$ cat config.mk
export PLATFORM = sky130hd
export DESIGN_NAME = lsq_arbiter
export DESIGN_NICKNAME = d
export VERILOG_FILES = /design/src/rtl/lsq_arb_pkg.sv /design/src/rtl/rr_arbiter.sv /design/src/rtl/lsq_arbiter.sv
export SDC_FILE = /design/constraint.sdc
export NUM_CORES = 1
export LEC_CHECK = 0
export ABC_AREA = 1
export CAP_MARGIN = 20
export CORE_MARGIN = 2
export CORE_UTILIZATION = 39
export CTS_CLUSTER_SIZE = 8
export DETAILED_ROUTE_END_ITERATION = 12
export PLACE_DENSITY = 0.79
export SYNTH_ARGS = -nofsm -noshare
export SYNTH_HDL_FRONTEND = slang
export SYNTH_HIERARCHICAL = 1
export SYNTH_SLANG_ARGS = --single-unit
$ cat constraint.sdc
create_clock -name clk -period 3 [get_ports clk]
set_clock_uncertainty 0.1 [all_clocks]
set_input_delay 0.75 -clock clk [delete_from_list [all_inputs] [get_ports clk]]
set_output_delay 0.75 -clock clk [all_outputs]
set_load 0.02 [all_outputs]
$ cat src/rtl/lsq_arb_pkg.sv
// lsq_arb_pkg: shared widths and encodings for the LSQ request arbiter
package lsq_arb_pkg;
    localparam int LSQ_ID_W = 3;
    localparam int MAX_OUT = 8;
    localparam int OWN_W = 2;
    localparam logic REQ_LOAD = 1'b0;
    localparam logic REQ_STORE = 1'b1;
endpackage

$ cat src/rtl/rr_arbiter.sv
// rr_arbiter: combinational round-robin pick, first requester at or after ptr wins
module rr_arbiter
    import lsq_arb_pkg::*;
#(
    parameter int NREQ = 2
) (
    input  logic [NREQ-1:0]  req,
    input  logic [OWN_W-1:0] ptr,
    output logic [NREQ-1:0]  grant,
    output logic [OWN_W-1:0] winner
);
    // Scan offsets from farthest to nearest so the nearest requester overwrites last
    always_comb begin
        winner = '0;
        grant = '0;
        for (int k = NREQ - 1; k >= 0; k--)
            for (int i = 0; i < NREQ; i++)
                if (req[i] && i == (int'(ptr) + k) % NREQ) begin
                    winner = OWN_W'(i);
                    grant = '0;
                    grant[i] = 1'b1;
                end
    end
endmodule

$ cat src/rtl/lsq_arbiter.sv
// lsq_arbiter: round-robin sharing of the LSQ request port with in-order response routing
module lsq_arbiter
    import lsq_arb_pkg::*;
#(
    parameter int NREQ = 2,
    parameter int MAX_OUT = lsq_arb_pkg::MAX_OUT
) (
    input  logic                clk,
    input  logic                rst,
    input  logic [NREQ-1:0]     m_req_sig,
    input  logic [NREQ-1:0]     m_req_type,
    input  logic [32*NREQ-1:0]  m_req_addr,
    input  logic [32*NREQ-1:0]  m_req_data,
    output logic [NREQ-1:0]     m_ready,
    output logic [NREQ-1:0]     m_resp,
    input  logic [NREQ-1:0]     m_resp_ack,
    output logic                m_resp_type,
    output logic [31:0]         m_resp_data,
    output logic                lsq_req_sig,
    output logic                lsq_req_type,
    output logic [LSQ_ID_W-1:0] lsq_req_id,
    output logic [31:0]         lsq_req_addr,
    output logic [31:0]         lsq_req_data,
    input  logic                lsq_ready,
    input  logic                lsq_resp,
    output logic                lsq_resp_ack,
    input  logic                lsq_resp_type,
    input  logic [LSQ_ID_W-1:0] lsq_resp_id,
    input  logic [31:0]         lsq_resp_data,
    output logic                id_err
);
    logic [LSQ_ID_W-1:0] wr_id, rd_id;
    logic [3:0] count;
    logic [OWN_W-1:0] rr_ptr, winner, cur_owner;
    logic [OWN_W-1:0] owner [MAX_OUT];
    logic [NREQ-1:0] grant, owner_oh;
    logic grant_ok, resp_ok, win_type;
    logic [31:0] win_addr, win_data;

    rr_arbiter #(.NREQ(NREQ)) u_rr (
        .req(m_req_sig),
        .ptr(rr_ptr),
        .grant(grant),
        .winner(winner)
    );

    // The !lsq_req_sig term spaces pushes two cycles apart so lsq_ready reflects the last one
    assign grant_ok = rst && lsq_ready && !lsq_req_sig && count < 4'(MAX_OUT) && |m_req_sig;
    assign cur_owner = owner[rd_id];
    assign resp_ok = rst && lsq_resp && count != 4'd0;
    assign m_ready = grant_ok ? grant : '0;
    assign m_resp = resp_ok ? owner_oh : '0;
    assign lsq_resp_ack = |(m_resp & m_resp_ack);
    assign m_resp_type = lsq_resp_type;
    assign m_resp_data = lsq_resp_data;

    always_comb begin
        win_type = 1'b0;
        win_addr = '0;
        win_data = '0;
        owner_oh = '0;
        for (int i = 0; i < NREQ; i++) begin
            owner_oh[i] = cur_owner == OWN_W'(i);
            if (grant[i]) begin
                win_type = m_req_type[i];
                win_addr = m_req_addr[32*i +: 32];
                win_data = m_req_data[32*i +: 32];
            end
        end
    end

    always_ff @(posedge clk or negedge rst) begin
        if (!rst) begin
            lsq_req_sig <= 1'b0;
            lsq_req_type <= 1'b0;
            lsq_req_id <= '0;
            lsq_req_addr <= '0;
            lsq_req_data <= '0;
            id_err <= 1'b0;
            wr_id <= '0;
            rd_id <= '0;
            count <= '0;
            rr_ptr <= '0;
            for (int i = 0; i < MAX_OUT; i++) owner[i] <= '0;
        end else begin
            lsq_req_sig <= grant_ok;
            if (grant_ok) begin
                lsq_req_type <= win_type;
                lsq_req_id <= wr_id;
                lsq_req_addr <= win_addr;
                lsq_req_data <= win_data;
                owner[wr_id] <= winner;
                wr_id <= wr_id + 1'b1;
                rr_ptr <= (winner == OWN_W'(NREQ - 1)) ? '0 : winner + 1'b1;
            end
            if (lsq_resp_ack) rd_id <= rd_id + 1'b1;
            count <= count + 4'(grant_ok) - 4'(lsq_resp_ack);
            if (lsq_resp && (count == 4'd0 || lsq_resp_id != rd_id)) id_err <= 1'b1;
        end
    end
endmodule
# ---- Word-level counts from Yosys, hierarchy flattened
# Cells that the tools add are included.
dict set report totals {
  output_inout_bits 108
  register_bits 97
  input_bits 174
  word_cells 79
}
dict set report op_classes {
  reduce_logical 21
  bitwise 4
  muxes 22
  n_lt_le_gt_ge 4
  eq_ne 4
  addsub 6
}
# operator count
set op_table {}
lappend op_table {{$mux W32} 4}
lappend op_table {{$logic_not A32 Y1} 2}
lappend op_table {{$bwmux W16} 1}
lappend op_table {{$mux W2} 8}
lappend op_table {{$logic_and A1 B1 Y1} 12}
lappend op_table {{$ge A4 B4 Y1 const B} 2}
lappend op_table {{$not A3 Y4} 2}
lappend op_table {{$mux W1} 7}
lappend op_table {{$add A3 B1 Y3 const B} 2}
lappend op_table {{$bmux W2 S3} 1}
lappend op_table {{$demux W2 S3} 1}
lappend op_table {{$add A4 B1 Y4} 1}
lappend op_table {{$eq A2 B1 Y1 const B} 2}
lappend op_table {{$logic_not A4 Y1} 1}
lappend op_table {{$lt A4 B1 Y1 const B} 1}
lappend op_table {{$lt A4 B4 Y1 const B} 1}
lappend op_table {{$reduce_bool A4 Y1} 1}
lappend op_table {{$reduce_or A2 Y1} 2}
lappend op_table {{$sub A4 B1 Y4} 1}
lappend op_table {{$ne A3 B3 Y1} 1}
lappend op_table {{$add A1 B1 Y1 const B} 2}
lappend op_table {{$and A2 B2 Y2} 1}
lappend op_table {{$eq A2 B2 Y1 const A} 1}
lappend op_table {{$logic_not A2 Y1} 1}
lappend op_table {{3 further kinds} 3}

# ---- Depth between registers and ports, before layout
dict set report depth {
  depth_word 10
  mapped_depth 16
  mapped_depth_nobuf 15
}

# ---- Modules after synthesis
# Netlist, hierarchy kept.
# module cells_per_inst area_each_um2 seq_area_each_um2 n_inst
set modules_own_cells {}
lappend modules_own_cells {lsq_arbiter 607 4994.8 2452.4 1}
lappend modules_own_cells {rr_arbiter 8 38.8 0.0 1}

# ---- Worst setup path before layout
# OpenSTA, ideal clock, no wires.
dict set report synth_timing {
  path_type {input to output}
  startpoint {input m_req_sig[0]}
  endpoint {output m_ready[0]}
  path_buffers 2
  slack_ns 0.267
  required_ns 2.150
  path_stages 6
  arrival_time_ns 1.883
  cell_sequence {inv_1 -> a21oi_1 -> clkbuf_1 -> buf_1 -> inv_1 -> nor2_1}
}
dict set report synth_between {
  elab_chain_cells 6
}
# element line
set synth_rtl {}
lappend synth_rtl {{from (decl)} lsq_arbiter.sv:10} ;# input logic [NREQ-1:0] m_req_sig,
lappend synth_rtl {{$logic_and A1 B1 Y1} rr_arbiter.sv:18} ;# if (req[i] && i == (int'(ptr) + k) % NREQ) begin
lappend synth_rtl {{$mux W1} rr_arbiter.sv:18}
lappend synth_rtl {{$mux W2} rr_arbiter.sv:18}
lappend synth_rtl {{$mux W2 * (2 in series)} rr_arbiter.sv:18}
lappend synth_rtl {{named net grant[0]} lsq_arbiter.sv:36} ;# logic [NREQ-1:0] grant, owner_oh;
lappend synth_rtl {{$mux W2 *} lsq_arbiter.sv:51} ;# assign m_ready = grant_ok ? grant : '0;
lappend synth_rtl {{to (decl)} lsq_arbiter.sv:14} ;# output logic [NREQ-1:0] m_ready,
# The timed path passes the listed nets; every way through them passes the cells marked *.

# ---- Worst setup path in the final report
dict set report layout_timing {
  startpoint {input m_req_sig[1]}
  endpoint {output m_ready[0]}
}
dict set report layout_between {
  elab_chain_cells 5
}
# element line
set layout_rtl {}
lappend layout_rtl {{$logic_and A1 B1 Y1} rr_arbiter.sv:18}
lappend layout_rtl {{$mux W2 (3 in series)} rr_arbiter.sv:18}
lappend layout_rtl {{$mux W2 *} lsq_arbiter.sv:51}
# Every way passes the cells marked *; elsewhere a longest branch is shown, timed or not.

==> results.toml <==
[run]
cap_violations = 0

[yosys]
synth_area_um2 = 5000
synthCells = 612
ys_warn_count = 6
synthesis.nets = 794
syn_area_per_cell_um2 = 8.17

[setup_path]
start_kind = "input pin"
cp_max_fo = 4
path_class = "input pin to output pin"
end_kind = "output pin"
rr_startpoint = "rd_id[0]"
critical_path_required_ns = 2.15
cp_data_arrival_time_ns = 2.06
worstSetupStartpoint = "m_req_sig[1]"

[timing]
max_freq_ghz = 0.344
report.final.slew_viol_count = 0
setup_violations = 0
relSlewSlack = 0.498
finalCritPeriodShare = 0.969
rsz0062_at_grt = "no"
worst_slew_pin_slew_ns = 0.753
hold_viol_final = 0
fin_crit_ns = 2.91

[layout]
multi_input_area_um2 = 1980
antenna_cells = 0
final_cell_mix = "clkdlybuf4s50_1, nand2_1, dfrtp_1"
synthToLayoutAreaGrowth_pct = 46.8
fill_cells = 1112
final_common_cell = "clkdlybuf4s50_1"
drive_gt1_frac = 0.0573
ff_latch_area_um2 = 2430
nets = 962
final_core_utilization = 0.584

[clocking]
insertion_delay_ns = 0.34
cts_made_buffers = 9
postCtsHoldBufs = 0
cts.sinks = 97
clockBufferDepth = 2
cts_tree = "yes"
clock-root-buffer = "clkbuf_16"
clk_pin_slew_worst_paths_ns = 0.07
h-tree-depth = 3

[floorplan]
rows = 41
die_h_um = 117
fp.coreArea_um2 = 12600
dieArea_um2 = 13700
die-width_um = 117
initial_utilization = 0.398
ios = 282

[global_route]
grt-ovfl-total = 0
grt_pass1_vias = 4480
grtUsageTotal = 0.214
grt_pass1_wl_um = 22800
antenna_found_initial = 0
grt_max_degree = 66

[outcome]
status = "complete, no violations"

[place]
dp_hpwl_um = 10200
io_buffers = 215
place.gp.congestion = 0.810

[hold_path]
hold_start = "id_err"
min_path_type = "register to register"

[power]
p_leak_uw = 0.00331
finalPower_uw = 6430
peakVddDrop_v = 0.000515
power_density_nw_per_um2 = 875

[routing]
drtPass1Iterations = 4
vias = 4741
wl_um = 14600
ant_nets = 0
vias_per_cell = 4.95
drc_errors = 0
avgRoutedWirePerCell_um = 15.2
drtIter0Drc = 286
## repair_timing
item,CTS,global route
gates resized for setup,5,5
endpoints found under the hold margin,0,0
endpoints found under the setup margin,5,3
setup buffers,0,0
## worst max-delay path, cell delays in order
cell	delay, ns
clkdlybuf4s50_1	0.51
buf_4	0.20
o21ai_4	0.20
nor2_1	0.06
dlygate4sd2_1	0.33
## sequential cells by signal, indices dropped and copies added, names as in the netlist
name / flops
wr_id: 3
lsq_req_sig: 1
lsq_req_type: 1
count: 4
lsq_req_addr: 32
rr_ptr: 1
id_err: 1
lsq_req_data: 32
lsq_req_id: 3
owner: 16
rd_id: 3
## worst paths after layout
check / end / slack [ns] / cells after the start
worst min register to register: id_err / 0.37 / 1
worst min-delay path: id_err / 0.37 / 1
worst max-delay path: m_ready[0] / 0.09 / 5
min in group asynchronous: rd_id[1] / 0.42 / 2
worst max register to register: count[2] / 0.36 / 14
max in group asynchronous: lsq_req_addr[4] / 1.88 / 2
## routing by layer
| layer | wire length, um | up-vias | GRT usage |
|---|---|---|---|
| met3 | 1220 | 20 | 0.0767 |
| met1 | 5930 | 2227 | 0.272 |
| met5 | 0 | - | 0 |
| met2 | 7140 | 169 | 0.338 |
| met4 | 279 | 0 | 0.0753 |
| li1 | - | 2325 | - |
## per-stage QoR
step / hold WS [ns] / std cells / setup WS [ns] / setup TNS (ns) / instance area, um2
finish: 0.366 / 957 / 0.0942 / 0 / 7340
global route: 0.389 / 957 / 0.000885 / 0 / 7340
CTS: 0.369 / 957 / 0.0823 / 0 / 7340
detailed placement: 0.354 / 941 / -0.178 / -0.983 / 7050
global placement: 0.343 / 941 / -0.160 / -0.752 / 7050
floorplan: 0.353 / 612 / 0.267 / 0 / 5000
## where the power goes
part | internal (uW) | switching [uW]
registers | 1880 | 383
clock network | 655 | 487
logic | 1400 | 1620
total | 3930 | 2490
## layout make-up
| type | instances | area share |
|---|---|---|
| clock inverters | 1 | 0.00102 |
| multi-input cells | 405 | 0.270 |
| flip-flops and latches | 97 | 0.331 |
| inverters | 37 | 0.0189 |
| repair buffers | 230 | 0.311 |
| well taps | 172 | 0.0293 |
| clock buffers | 15 | 0.0392 |
Power figures use the tool's default switching activity.
